--- config.mk ---
export PLATFORM = sky130hd
export DESIGN_NAME = fu_mul_seq_flat
export DESIGN_NICKNAME = d
export VERILOG_FILES = /design/src/rtl/fu_mul_seq_if.sv /design/src/rtl/fu_mul_seq.sv /design/src/flat_wrapper.sv
export SDC_FILE = /design/constraint.sdc
export NUM_CORES = 1
export LEC_CHECK = 0
export CAP_MARGIN = 10
export CORE_MARGIN = 5
export CORE_UTILIZATION = 48
export CTS_CLUSTER_DIAMETER = 100
export DETAILED_ROUTE_END_ITERATION = 8
export GPL_ROUTABILITY_DRIVEN = 0
export PLACE_DENSITY_LB_ADDON = 0.12
export SETUP_SLACK_MARGIN = 0.2
export SYNTH_ARGS = -nofsm -noshare
export SYNTH_HDL_FRONTEND = slang
export SYNTH_SLANG_ARGS = --single-unit
export TNS_END_PERCENT = 50
--- constraint.sdc ---
create_clock -name clk -period 8.8 [get_ports clk]
set_input_delay 1.76 -clock clk [delete_from_list [all_inputs] [get_ports clk]]
set_output_delay 1.76 -clock clk [all_outputs]
set_load 0.01 [all_outputs]
--- src/rtl/fu_mul_seq_if.sv ---
// Bundle of the multiplier request/response signals, the pipeline's
// function-unit request and the shared function-unit port.
//   start/op_a/op_b      : multiply request (master -> slave)
//   busy/done/result/ovf : multiply status and result (slave -> master)
//   pipe_FS/SH/A/B       : pipeline function-unit request (master -> slave)
//   fu_FS/SH/A/B         : function-unit drive (slave -> function unit)
//   fu_F/fu_C/fu_Z       : function-unit result and flags (function unit -> slave)
interface fu_mul_seq_if;
    logic        start;
    logic [31:0] op_a;
    logic [31:0] op_b;
    logic        busy;
    logic        done;
    logic [31:0] result;
    logic        ovf;

    logic [3:0]  pipe_FS;
    logic [4:0]  pipe_SH;
    logic [31:0] pipe_A;
    logic [31:0] pipe_B;

    logic [3:0]  fu_FS;
    logic [4:0]  fu_SH;
    logic [31:0] fu_A;
    logic [31:0] fu_B;
    logic [31:0] fu_F;
    logic        fu_C;
    logic        fu_Z;

    modport slave (
        input  start, op_a, op_b,
        input  pipe_FS, pipe_SH, pipe_A, pipe_B,
        input  fu_F, fu_C, fu_Z,
        output busy, done, result, ovf,
        output fu_FS, fu_SH, fu_A, fu_B
    );

    modport master (
        output start, op_a, op_b,
        output pipe_FS, pipe_SH, pipe_A, pipe_B,
        output fu_F, fu_C, fu_Z,
        input  busy, done, result, ovf,
        input  fu_FS, fu_SH, fu_A, fu_B
    );
endinterface

--- src/rtl/fu_mul_seq.sv ---
// Shift-and-add multiply sequencer that borrows the shared 32-bit function unit.
// In IDLE the pipeline request passes straight through to the function unit;
// once a multiply starts, the sequencer issues one ADD/SHL/SHR per cycle until
// the multiplier is exhausted, then presents the low product word and an exact
// overflow flag.
// Ports:
//   clk  : clock, rising edge
//   rst  : asynchronous active-high reset
//   bus  : fu_mul_seq_if.slave (request, status, pipeline and function-unit port)
module fu_mul_seq (
    input logic         clk,
    input logic         rst,
    fu_mul_seq_if.slave bus
);
    localparam int unsigned DATA_W = 32;
    localparam int unsigned FS_W   = 4;
    localparam int unsigned SH_W   = 5;

    localparam logic [FS_W-1:0] FS_ADD = 4'b0010;
    localparam logic [FS_W-1:0] FS_SHL = 4'b1110;
    localparam logic [FS_W-1:0] FS_SHR = 4'b1101;

    typedef enum logic [2:0] {
        S_IDLE,
        S_ADD,
        S_SHL,
        S_SHR,
        S_DONE
    } state_t;

    state_t              state_q, state_d;
    logic [DATA_W-1:0]   p_q, p_d;
    logic [DATA_W-1:0]   m_q, m_d;
    logic [DATA_W-1:0]   q_q, q_d;
    logic                acc_q, acc_d;
    logic [DATA_W-1:0]   result_q, result_d;
    logic                ovf_q, ovf_d;
    logic                busy_q, busy_d;
    logic                done_q, done_d;

    logic [FS_W-1:0]     fu_fs_c;
    logic [SH_W-1:0]     fu_sh_c;
    logic [DATA_W-1:0]   fu_a_c;
    logic [DATA_W-1:0]   fu_b_c;

    // State and datapath registers.
    always_ff @(posedge clk or posedge rst) begin
        if (rst) begin
            state_q  <= S_IDLE;
            p_q      <= '0;
            m_q      <= '0;
            q_q      <= '0;
            acc_q    <= 1'b0;
            result_q <= '0;
            ovf_q    <= 1'b0;
            busy_q   <= 1'b0;
            done_q   <= 1'b0;
        end else begin
            state_q  <= state_d;
            p_q      <= p_d;
            m_q      <= m_d;
            q_q      <= q_d;
            acc_q    <= acc_d;
            result_q <= result_d;
            ovf_q    <= ovf_d;
            busy_q   <= busy_d;
            done_q   <= done_d;
        end
    end

    // Next-state, datapath update and function-unit port mux.
    always_comb begin
        state_d  = state_q;
        p_d      = p_q;
        m_d      = m_q;
        q_d      = q_q;
        acc_d    = acc_q;
        result_d = result_q;
        ovf_d    = ovf_q;
        fu_fs_c  = '0;
        fu_sh_c  = '0;
        fu_a_c   = '0;
        fu_b_c   = '0;

        case (state_q)
            S_IDLE: begin
                fu_fs_c = bus.pipe_FS;
                fu_sh_c = bus.pipe_SH;
                fu_a_c  = bus.pipe_A;
                fu_b_c  = bus.pipe_B;
                if (bus.start) begin
                    p_d   = '0;
                    m_d   = bus.op_a;
                    q_d   = bus.op_b;
                    acc_d = 1'b0;
                    if (bus.op_b == '0) begin
                        // Zero multiplier: product is known without using the unit.
                        state_d  = S_DONE;
                        result_d = '0;
                        ovf_d    = 1'b0;
                    end else if (bus.op_b[0]) begin
                        state_d = S_ADD;
                    end else begin
                        state_d = S_SHL;
                    end
                end
            end
            S_ADD: begin
                fu_fs_c = FS_ADD;
                fu_a_c  = p_q;
                fu_b_c  = m_q;
                p_d     = bus.fu_F;
                acc_d   = acc_q | bus.fu_C;
                state_d = S_SHL;
            end
            S_SHL: begin
                fu_fs_c = FS_SHL;
                fu_sh_c = SH_W'(1);
                fu_b_c  = m_q;
                m_d     = bus.fu_F;
                // A multiplicand bit shifted out still has multiplier bits left to meet it.
                acc_d   = acc_q | (m_q[DATA_W-1] & (|q_q[DATA_W-1:1]));
                state_d = S_SHR;
            end
            S_SHR: begin
                fu_fs_c = FS_SHR;
                fu_sh_c = SH_W'(1);
                fu_b_c  = q_q;
                q_d     = bus.fu_F;
                if (bus.fu_Z) begin
                    // P and the accumulator are final; publish on entry to DONE.
                    state_d  = S_DONE;
                    result_d = p_q;
                    ovf_d    = acc_q;
                end else if (bus.fu_F[0]) begin
                    state_d = S_ADD;
                end else begin
                    state_d = S_SHL;
                end
            end
            S_DONE: begin
                state_d = S_IDLE;
            end
            default: begin
                state_d = S_IDLE;
            end
        endcase

        busy_d = (state_d != S_IDLE);
        done_d = (state_d == S_DONE);
    end

    assign bus.busy   = busy_q;
    assign bus.done   = done_q;
    assign bus.result = result_q;
    assign bus.ovf    = ovf_q;

    // The function-unit drive is combinational so the pipeline sees no extra latency in IDLE.
    assign bus.fu_FS  = fu_fs_c;
    assign bus.fu_SH  = fu_sh_c;
    assign bus.fu_A   = fu_a_c;
    assign bus.fu_B   = fu_b_c;
endmodule

--- src/flat_wrapper.sv ---
// flat-port wrapper written by rule: the top's interface ports become plain ports
module fu_mul_seq_flat 
  (clk, rst, bus_start, bus_op_a, bus_op_b, bus_pipe_FS, bus_pipe_SH, bus_pipe_A, bus_pipe_B, bus_fu_F, bus_fu_C, bus_fu_Z, bus_busy, bus_done, bus_result, bus_ovf, bus_fu_FS, bus_fu_SH, bus_fu_A, bus_fu_B);
  fu_mul_seq_if bus_i ();
  input logic clk;
  input logic rst;
  input wire logic [$bits(bus_i.start)-1:0] bus_start;
  input wire logic [$bits(bus_i.op_a)-1:0] bus_op_a;
  input wire logic [$bits(bus_i.op_b)-1:0] bus_op_b;
  input wire logic [$bits(bus_i.pipe_FS)-1:0] bus_pipe_FS;
  input wire logic [$bits(bus_i.pipe_SH)-1:0] bus_pipe_SH;
  input wire logic [$bits(bus_i.pipe_A)-1:0] bus_pipe_A;
  input wire logic [$bits(bus_i.pipe_B)-1:0] bus_pipe_B;
  input wire logic [$bits(bus_i.fu_F)-1:0] bus_fu_F;
  input wire logic [$bits(bus_i.fu_C)-1:0] bus_fu_C;
  input wire logic [$bits(bus_i.fu_Z)-1:0] bus_fu_Z;
  output wire logic [$bits(bus_i.busy)-1:0] bus_busy;
  output wire logic [$bits(bus_i.done)-1:0] bus_done;
  output wire logic [$bits(bus_i.result)-1:0] bus_result;
  output wire logic [$bits(bus_i.ovf)-1:0] bus_ovf;
  output wire logic [$bits(bus_i.fu_FS)-1:0] bus_fu_FS;
  output wire logic [$bits(bus_i.fu_SH)-1:0] bus_fu_SH;
  output wire logic [$bits(bus_i.fu_A)-1:0] bus_fu_A;
  output wire logic [$bits(bus_i.fu_B)-1:0] bus_fu_B;
  assign bus_i.start = bus_start;
  assign bus_i.op_a = bus_op_a;
  assign bus_i.op_b = bus_op_b;
  assign bus_i.pipe_FS = bus_pipe_FS;
  assign bus_i.pipe_SH = bus_pipe_SH;
  assign bus_i.pipe_A = bus_pipe_A;
  assign bus_i.pipe_B = bus_pipe_B;
  assign bus_i.fu_F = bus_fu_F;
  assign bus_i.fu_C = bus_fu_C;
  assign bus_i.fu_Z = bus_fu_Z;
  assign bus_busy = bus_i.busy;
  assign bus_done = bus_i.done;
  assign bus_result = bus_i.result;
  assign bus_ovf = bus_i.ovf;
  assign bus_fu_FS = bus_i.fu_FS;
  assign bus_fu_SH = bus_i.fu_SH;
  assign bus_fu_A = bus_i.fu_A;
  assign bus_fu_B = bus_i.fu_B;
  fu_mul_seq u_core (.clk(clk), .rst(rst), .bus(bus_i));
endmodule
==> results of run 1 <==
cell type report:
class / instances / area [µm²] / area share, %
multi-input cells: 579 / 3467 / 32.19
flip-flops and latches: 135 / 3381 / 31.39
repair buffers: 293 / 2903 / 26.95
clock buffers: 18 / 439.2 / 4.078
well taps: 188 / 235.2 / 2.184
clock inverters: 14 / 197.7 / 1.836
inverters: 38 / 147.6 / 1.371
registers in the layout, summed over array words and instances, names as in the netlist, 3 cells and up:
signal             flops
u_core.bus.result     32
u_core.p_q            32
u_core.q_q            32
u_core.state_q         3
u_core.m_q            32
worst reg2reg max path, delay by kind of cell, from the launching register on:
family / cells / cell delay [ps]
AND/OR/NAND/NOR: 2 / 1070
buffers and inverters: 2 / 360
flip-flops: 1 / 1020
AO/OA/AOI/OAI: 1 / 360
logic make-up after synthesis:
logic type	share of synthesized area, %
DFF	45.76
AOI/OAI and AO/OA	23.83
buffers and inverters	7.593
xor gates and xnor gates	0.1187
and+or+nand+nor	16.05
muxes	6.644
final timing paths:
path | start | to | cells after the start
worst max-delay path | bus_pipe_B[21] | bus_fu_B[21] | 5
worst min-delay path | u_core.bus.result[21] | u_core.bus.result[21] | 2
worst max register to register | u_core.state_q[2] | u_core.bus.busy | 5
worst min register to register | u_core.bus.result[21] | u_core.bus.result[21] | 2
max in group asynchronous | rst | u_core.state_q[1] | 3
min in group asynchronous | rst | u_core.bus.result[5] | 2
per-layer routing:
metal,vias to the layer above,GRT usage (%)
met5,-,0
met4,0,10.24
met3,41,6.339
met2,311,46.27
met1,3565,35.10
li1,3429,-
power by group through the flow:
stage	logic [W]	registers (W)	clock network [W]
2_1_floorplan	0.00139	0.00114	0
3_3_place_gp	0.00224	0.00123	0
3_5_place_dp	0.00229	0.00123	0
4_1_cts	0.00231	0.00123	0.000775
5_1_grt	0.00249	0.00127	0.000802
6_report	0.00228	0.00123	0.000768
cell usage in the layout (no fill, tap or decap), types with 2 or more instances in the layout:
cell / n
inv_6: 4
buf_4: 12
a211oi_1: 34
mux2i_1: 49
dfrtp_2: 2
a21oi_1: 6
o21ai_1: 20
nand2_1: 162
a31oi_1: 32
a22o_1: 33
a222oi_1: 15
clkinv_4: 3
a221o_1: 2
bufinv_16: 4
inv_1: 37
o21ai_0: 71
nor2b_1: 18
dfrtp_1: 133
clkinvlp_4: 2
clkinv_2: 2
nand4_1: 4
nor2_1: 55
o21ai_2: 9
nor4_1: 15
nor3_4: 2
clkdlybuf4s50_1: 281
clkbuf_16: 17
a22oi_1: 33
and2_1: 5
through the flow:
step	hold WS (ps)	area, µm²
after detailed placement	524.0	10130
after global placement	510.5	10130
after floorplan	512.0	7382
after CTS	538.9	10770
final	536.3	10770
after global routing	548.3	10770
==> flow_summary.json, run 1 <==
{
  "routed_wl_um": 25380,
  "io_buffers": 281,
  "grt_pass1_vias": 7014,
  "ys_seq_area_share_pct": 45.76,
  "layoutNonFillerInstCount": 1265,
  "rows": 45,
  "vdd_ir_drop_max_mv": 0.2139,
  "first_pass_iters": 5,
  "cts_resized": 0,
  "fmax_ghz": 0.1989,
  "tightest_slew_ps": 1224,
  "netlist.area_leader.share_pct": 45.76,
  "synth_common_cells": "nand2_1, dfrtp_1, o21ai_0",
  "cts_tree": "done",
  "finClkSkew_ps": 7.393,
  "synth.distinct_cells": 40,
  "routed_via_density": 5.807,
  "cts.path.max_buffers": 2,
  "fillers": 1229,
  "grt.total_usage_pct": 27.61,
  "yosysTopAreaCell": "dfrtp_1",
  "met2_length_um": 12690,
  "vias": 7346,
  "cp_slowest_cell": "clkdlybuf4s50_1",
  "worstSkewPairLatency_ps": 430,
  "io_pins": 282,
  "netlist_area_um2": 7382,
  "p_sw_share_pct": 40.86,
  "worstSetupPathType": "in -> out",
  "hold_viol_final": 0,
  "htree_num_levels": 4,
  "nNetsFinal": 1238,
  "synth-edff-count": 0,
  "fin_crit_sh_pct": 57.13,
  "cts_setup_buffers": 0,
  "die_area_um2": 17960,
  "syn2layout_area_growth_pct": 45.90,
  "r2r_slack_ps": 5880,
  "p_total_w": 0.004282,
  "hpwl_um": 17830,
  "async_flop_share_pct": 100.0,
  "maxSlewViolCount": 0,
  "p_seq_share_pct": 28.7,
  "syn_nets": 999,
  "finalSetupViolations": 0,
  "cp.arrival_ps": 3270,
  "p_per_area_nw_per_um2": 397.6,
  "avgRoutedWirePerCell_um": 20.06,
  "endpoint_kind": "output pin",
  "start_util_pct": 48.74,
  "status": "complete, no violations",
  "drt-initial-drc-count": 693,
  "grt.overflow.total": 0,
  "drive_gt1_share_pct": 5.942,
  "p_sw_w": 0.001750,
  "ys_seq_elements": 135,
  "dr_wl_met3_um": 1940,
  "pre_cts_slack_ps": 3765,
  "p_comb_share_pct": 53.3,
  "period_needed_ps": 5027,
  "cts_root_buffer": "clkbuf_16",
  "synth.avg_cell_area_um2": 8.948,
  "ys.warnings.count": 0,
  "critical_path.cell_chain": "clkdlybuf4s50_1, nor2b_1, a211oi_1, a211oi_1, clkdlybuf4s50_1",
  "antenna_found_initial": 0,
  "crit_required_ps": 7040,
  "worst_slack_ps": 3773,
  "power.leakage_nw": 4.448,
  "met1_length_um": 10020,
  "post-synth-top-count-cell": "nand2_1",
  "antenna_left": 0,
  "die_h_um": 134.0,
  "slowest_delay_ps": 580,
  "grt_pass1_wl_um": 38920,
  "max_cap_viol_count": 0,
  "hp-class": "reg -> reg",
  "die_w_um": 134.0,
  "place_inst": 1233,
  "crit_fanout": 1,
  "ys_top_cells_by_area": "dfrtp_1, nand2_1, mux2i_1",
  "grt_max_degree": 97,
  "routed.top_layer": "met4",
  "n_antenna_cell": 0,
  "cts_hold_buf": 0,
  "core_um2": 15150,
  "p_clk_share_pct": 17.9,
  "crit_family": "buffers and inverters",
  "drc_errors": 0,
  "path_clk_slew_ps": 60,
  "cts_buffers": 17,
  "cts_sinks": 135,
  "relSlewSlack_pct": 18.08,
  "cp.buffers_inverters": 2,
  "synth_cells": 825,
  "fin_util_pct": 71.11,
  "tns_ps": 0,
  "start_kind": "input pin",
  "synth_flop_cell": "dfrtp_1",
  "rsz0062_at_grt": "false",
  "p_int_w": 0.002532
}
No activity file was read; power rests on OpenSTA's default activity.
==> run 2: changes to the inputs <==
CORE_UTILIZATION = 40   (was 48)
clock period = 4.58 ns   (was 8.8 ns; I/O delays follow)
==> run 2 against run 1 <==
  * Sequential share of layout area decreased by 0.17 points
  * Critical path depth decreased by 1
  * Die area increased by 18%
  * Sequential cell count unchanged
  * Critical path type is now reg -> out
  * Setup slack got worse by 2700 ps
==> flow_summary.json, run 2 (synthesis gave the netlist of run 1 again) <==
{
  "status": "complete, no violations",
  "p_sw_share_pct": 41.35,
  "vias": 7231,
  "rsz0062_at_grt": "false",
  "drive_gt1_share_pct": 6.285,
  "p_per_area_nw_per_um2": 750.6,
  "hpwl_um": 19020,
  "fmax_ghz": 0.2815,
  "cts_setup_buffers": 0,
  "cts_resized": 0,
  "final_common_cell": "clkdlybuf4s50_1",
  "antenna_found_initial": 1,
  "die_w_um": 145.9,
  "path_clk_slew_ps": 60,
  "start_util_pct": 40.82,
  "die_h_um": 145.9,
  "grt_pass1_wl_um": 40940,
  "final_cell_mix": "clkdlybuf4s50_1, nand2_1, dfrtp_1",
  "cts_sinks": 135,
  "die_area_um2": 21270,
  "worstSkewPairLatency_ps": 420,
  "period_needed_ps": 3552,
  "routed_via_density": 5.511,
  "cts_buffers": 17,
  "grt_max_degree": 97,
  "p_sw_w": 0.003361,
  "io_buffers": 281,
  "worstSetupPathType": "reg -> out",
  "endpoint_kind": "output pin",
  "grt.total_usage_pct": 24.09,
  "nNetsFinal": 1243,
  "fillers": 1647,
  "pre_cts_slack_ps": 1226,
  "crit_fanout": 18,
  "hold_ws_ps": 534.0,
  "power.leakage_nw": 4.438,
  "first_pass_iters": 6,
  "cts_hold_buf": 0,
  "antenna_left": 0,
  "maxSlewViolCount": 0,
  "worst_slack_ps": 1028,
  "dpl_cell_area_um2": 10250,
  "p_int_w": 0.004767,
  "max_cap_viol_count": 0,
  "tns_ps": 0,
  "routed_wl_um": 26170,
  "hold_viol_final": 0,
  "crit_required_ps": 3660,
  "p_clk_share_pct": 16.6,
  "start_kind": "flop",
  "tightest_slew_ps": 958.2,
  "grt.overflow.total": 0,
  "grt_pass1_vias": 7092,
  "p_seq_share_pct": 29.4,
  "drt-initial-drc-count": 495,
  "stdcell_area_um2": 10830,
  "avgRoutedWirePerCell_um": 19.94,
  "cts_tree": "done",
  "multi_input_area_um2": 3467,
  "finalSetupViolations": 0,
  "htree_num_levels": 4,
  "cts.path.max_buffers": 2,
  "p_comb_share_pct": 54.0,
  "cts_root_buffer": "clkbuf_16",
  "ff_latch_area_um2": 3381,
  "io_pins": 282,
  "drc_errors": 0,
  "relSlewSlack_pct": 36.12,
  "syn2layout_area_growth_pct": 46.69,
  "core_um2": 18090,
  "vdd_ir_drop_max_mv": 0.4092,
  "finClkSkew_ps": 7.311,
  "rows": 49,
  "fin_util_pct": 59.88,
  "fin_crit_sh_pct": 77.55,
  "hp-class": "reg -> reg",
  "cp.arrival_ps": 2640
}
[run 2: cell types whose count changed in the layout (fill, tap and decap cells not counted), sizes merged]
cell	before	now
bufinv	4	2
buf	12	17
clkinv	5	4
inv	41	40
clkinvlp	2	6
diode	0	1
[run 2: power by group through the flow]
stage          logic [W]  registers [W]  clock network (W)
6_report         0.00439        0.00239            0.00135
5_1_grt          0.00481        0.00248            0.00142
4_1_cts          0.00444        0.00239            0.00137
3_5_place_dp     0.00442        0.00240                  0
3_3_place_gp     0.00436        0.00240                  0
2_1_floorplan    0.00267        0.00218                  0
[run 2: area by class of cell]
cell class / instances / share of cell area (%)
flip-flops and latches: 135 / 31.22
multi-input cells: 579 / 32.02
well taps: 229 / 2.646
inverters: 38 / 1.352
diodes: 1 / 0.02311
repair buffers: 298 / 27.38
clock buffers: 18 / 3.963
clock inverters: 14 / 1.398
[run 2: routing by layer]
metal	global-route usage (%)	share of wire (%)
met5	0	0
met4	6.885	1.6
met3	6.011	7.0
met2	41.29	50
met1	30.22	41
[run 2: path summary, 6_finish.rpt]
path,slack (ps),from,cells after the start,end
setup / recovery,1030,u_core.state_q[0],4,bus_fu_B[0]
hold / removal,530,u_core.bus.result[30],2,u_core.bus.result[30]
setup reg to reg,1720,u_core.state_q[2],6,u_core.q_q[11]
hold reg to reg,530,u_core.bus.result[30],2,u_core.bus.result[30]
max in group asynchronous,2700,rst,3,u_core.state_q[2]
min in group asynchronous,950,rst,2,u_core.bus.result[20]
[run 2: critical path: stages (launching register included)]
cell,delay [ps]
dfrtp_1,550
and2_1,740
a222oi_1,210
nor2_1,150
clkdlybuf4s50_1,570
[run 2: through the flow]
stage                     total power (W)  instances
after detailed placement         0.006822       1279
after CTS                        0.008193       1311
after global routing             0.008707       1312
after global placement           0.006758       1279
final                            0.008128       1312
after floorplan                  0.004852        825
==> RTL change (flow settings as in run 2) <==
The 5 states of `state_t` get a one-hot encoding in 5 bits.
--- a/src/rtl/fu_mul_seq.sv
+++ b/src/rtl/fu_mul_seq.sv
@@ -20,12 +20,12 @@
     localparam logic [FS_W-1:0] FS_SHL = 4'b1110;
     localparam logic [FS_W-1:0] FS_SHR = 4'b1101;
 
-    typedef enum logic [2:0] {
-        S_IDLE,
-        S_ADD,
-        S_SHL,
-        S_SHR,
-        S_DONE
+    typedef enum logic [4:0] {
+        S_IDLE = 5'b00001,
+        S_ADD  = 5'b00010,
+        S_SHL  = 5'b00100,
+        S_SHR  = 5'b01000,
+        S_DONE = 5'b10000
     } state_t;
 
     state_t              state_q, state_d;
Formal check against the unedited RTL: no difference found for any inputs over 4 cycles, from zero or initial values and one cycle with rst high; so few cycles prove little.
==> RTL change against run 2 <==
Register-to-register slack better by 0.37 ns; utilization up 2.2 points; wire length down 4.9%; final area down 4.7%; synthesized area down 7.6%; sequential cell count up 2; setup slack worse by 0.36 ns; power down 23%.
==> RTL change: results (changes against run 2) <==
[critical_path]
reg2reg_from = u_core.state_q[0]
path_max_fanout = 76  ; +58
cp-startpoint = u_core.state_q[1]

[clock_tree]
cts.path.max_buffers = 2  ; unchanged
cts_root_buf = clkbuf_16
h-tree-depth = 4  ; unchanged
clk_latency_ns = 0.41
cts-buffers-inserted = 17  ; unchanged
postCtsSetupBuffers = 0  ; unchanged
post_cts_resized = 0  ; unchanged
cts.clk_slew.worst_paths_ns = 0.06  ; about the same

[global_route]
grt_max_degree = 77  ; -21%
use_met1 = 0.317  ; +0.0147
first_global_vias = 6880  ; -3.0%
antenna_found_initial = 0  ; -1
met3_usage = 0.0610  ; +0.000849
grt_pass1_wl_um = 38900  ; -5.1%
grt_usage = 0.249  ; +0.00793
grt.busiest_layer = met2
grtUsageMet2 = 0.421  ; +0.00798

[power]
combinationalPowerShare = 0.450  ; -0.090
peakVddDrop_mv = 0.300  ; -27%
internal_power_mw = 3.96  ; -17%
pwr-share-seq = 0.343  ; +0.049
power.leakage_nw = 4.47  ; +0.66%

[logic_synthesis]
syn-num-nets = 853  ; -15%
async_flop_share = 1.00  ; unchanged
syn_area_per_cell_um2 = 10.1  ; +12%
yosysUniqueCellTypes = 37  ; -7.5%
synth_top_flop_cell = dfrtp_1
yosysWarnings = 0  ; unchanged
ys_top_cells_by_count = nand2_1, dfrtp_1, a22o_1
synth_area_leaders = dfrtp_1, a22o_1, mux2i_1
yosysSeqAreaShare = 0.503  ; +0.0449

[min_path]
min_from = u_core.bus.result[31]
hold_class = reg2reg

[timing]
clock_skew_ns = 0.0105  ; +0.00321 ns
slew_headroom = 0.270  ; -0.0914

[final_layout]
n_antenna_cell = 0  ; -1
fill_cells = 1406  ; -15%
layoutNonFillerInstCount = 1168  ; -11%
drive_gt1_frac = 0.0570  ; -0.00588
nNetsFinal = 1109  ; -11%

[placed_design]
numPortBuffers = 281  ; unchanged
post-dp-hpwl_um = 18200  ; -4.4%

[routing]
drtIter0Drc = 325  ; -34%
drt-pass1-iter-count = 7  ; +1
viasPerCell = 5.54  ; +0.52%
wl_um = 24900  ; -4.9%

[outcome]
status = finished, final reports clean

RTL change: cell types whose count changed after synthesis, sizes merged, moves of 24 or more:
cell / run 2 / this run
a31oi: 32 / 1
nand2: 163 / 139
a21o: 1 / 36
a22o: 33 / 96
a22oi: 33 / 0
nor2: 56 / 7
a211oi: 34 / 0
inv: 38 / 2
RTL change: worst max-delay path, cell delays in order, from the launching register on:
cell	delay, ns
dfrtp_1	0.43
nor4_2	0.46
and2_4	0.77
a22o_1	0.23
a21o_1	0.09
clkdlybuf4s50_1	0.55
RTL change: cell type report:
cell class              count  area share
flip-flops and latches    137       0.332
multi-input cells         484       0.303
repair buffers            293       0.284
clock buffers              20      0.0423
well taps                 220      0.0267
clock inverters            12      0.0115
inverters                   2     0.00109
RTL change: logic make-up after synthesis:
group	after synthesis	synth area share
flops	137	0.503
buf+inv	58	0.0413
mux	63	0.0924
compound gates	235	0.240
simple gates	186	0.124
RTL change: through the flow:
step	hold WS [ns]	setup slack (ns)	total power, mW	util	area [µm²]
final	0.518	0.668	6.23	0.620	10300
after global routing	0.527	0.473	6.58	0.620	10300
after CTS	0.518	0.659	6.26	0.620	10300
after detailed placement	0.509	1.11	4.95	0.587	9770
after global placement	0.483	1.25	4.87	0.587	9770
after floorplan	0.456	1.96	3.58	-	6830
RTL change: worst paths after layout:
check	to	slack (ns)	depth (start not counted)
worst min-delay path	u_core.bus.result[31]	0.52	2
worst min register to register	u_core.bus.result[31]	0.52	2
worst max-delay path	bus_fu_B[21]	0.67	5
worst max register to register	u_core.p_q[10]	2.09	5
min in group asynchronous	u_core.bus.result[29]	0.79	2
max in group asynchronous	u_core.q_q[19]	2.82	3
RTL change: per-layer routing:
layer  share of wire  up-vias
met3           0.063       32
met4           0.019        0
met5               0        -
met2            0.50      266
li1                -     2985
met1            0.42     3188
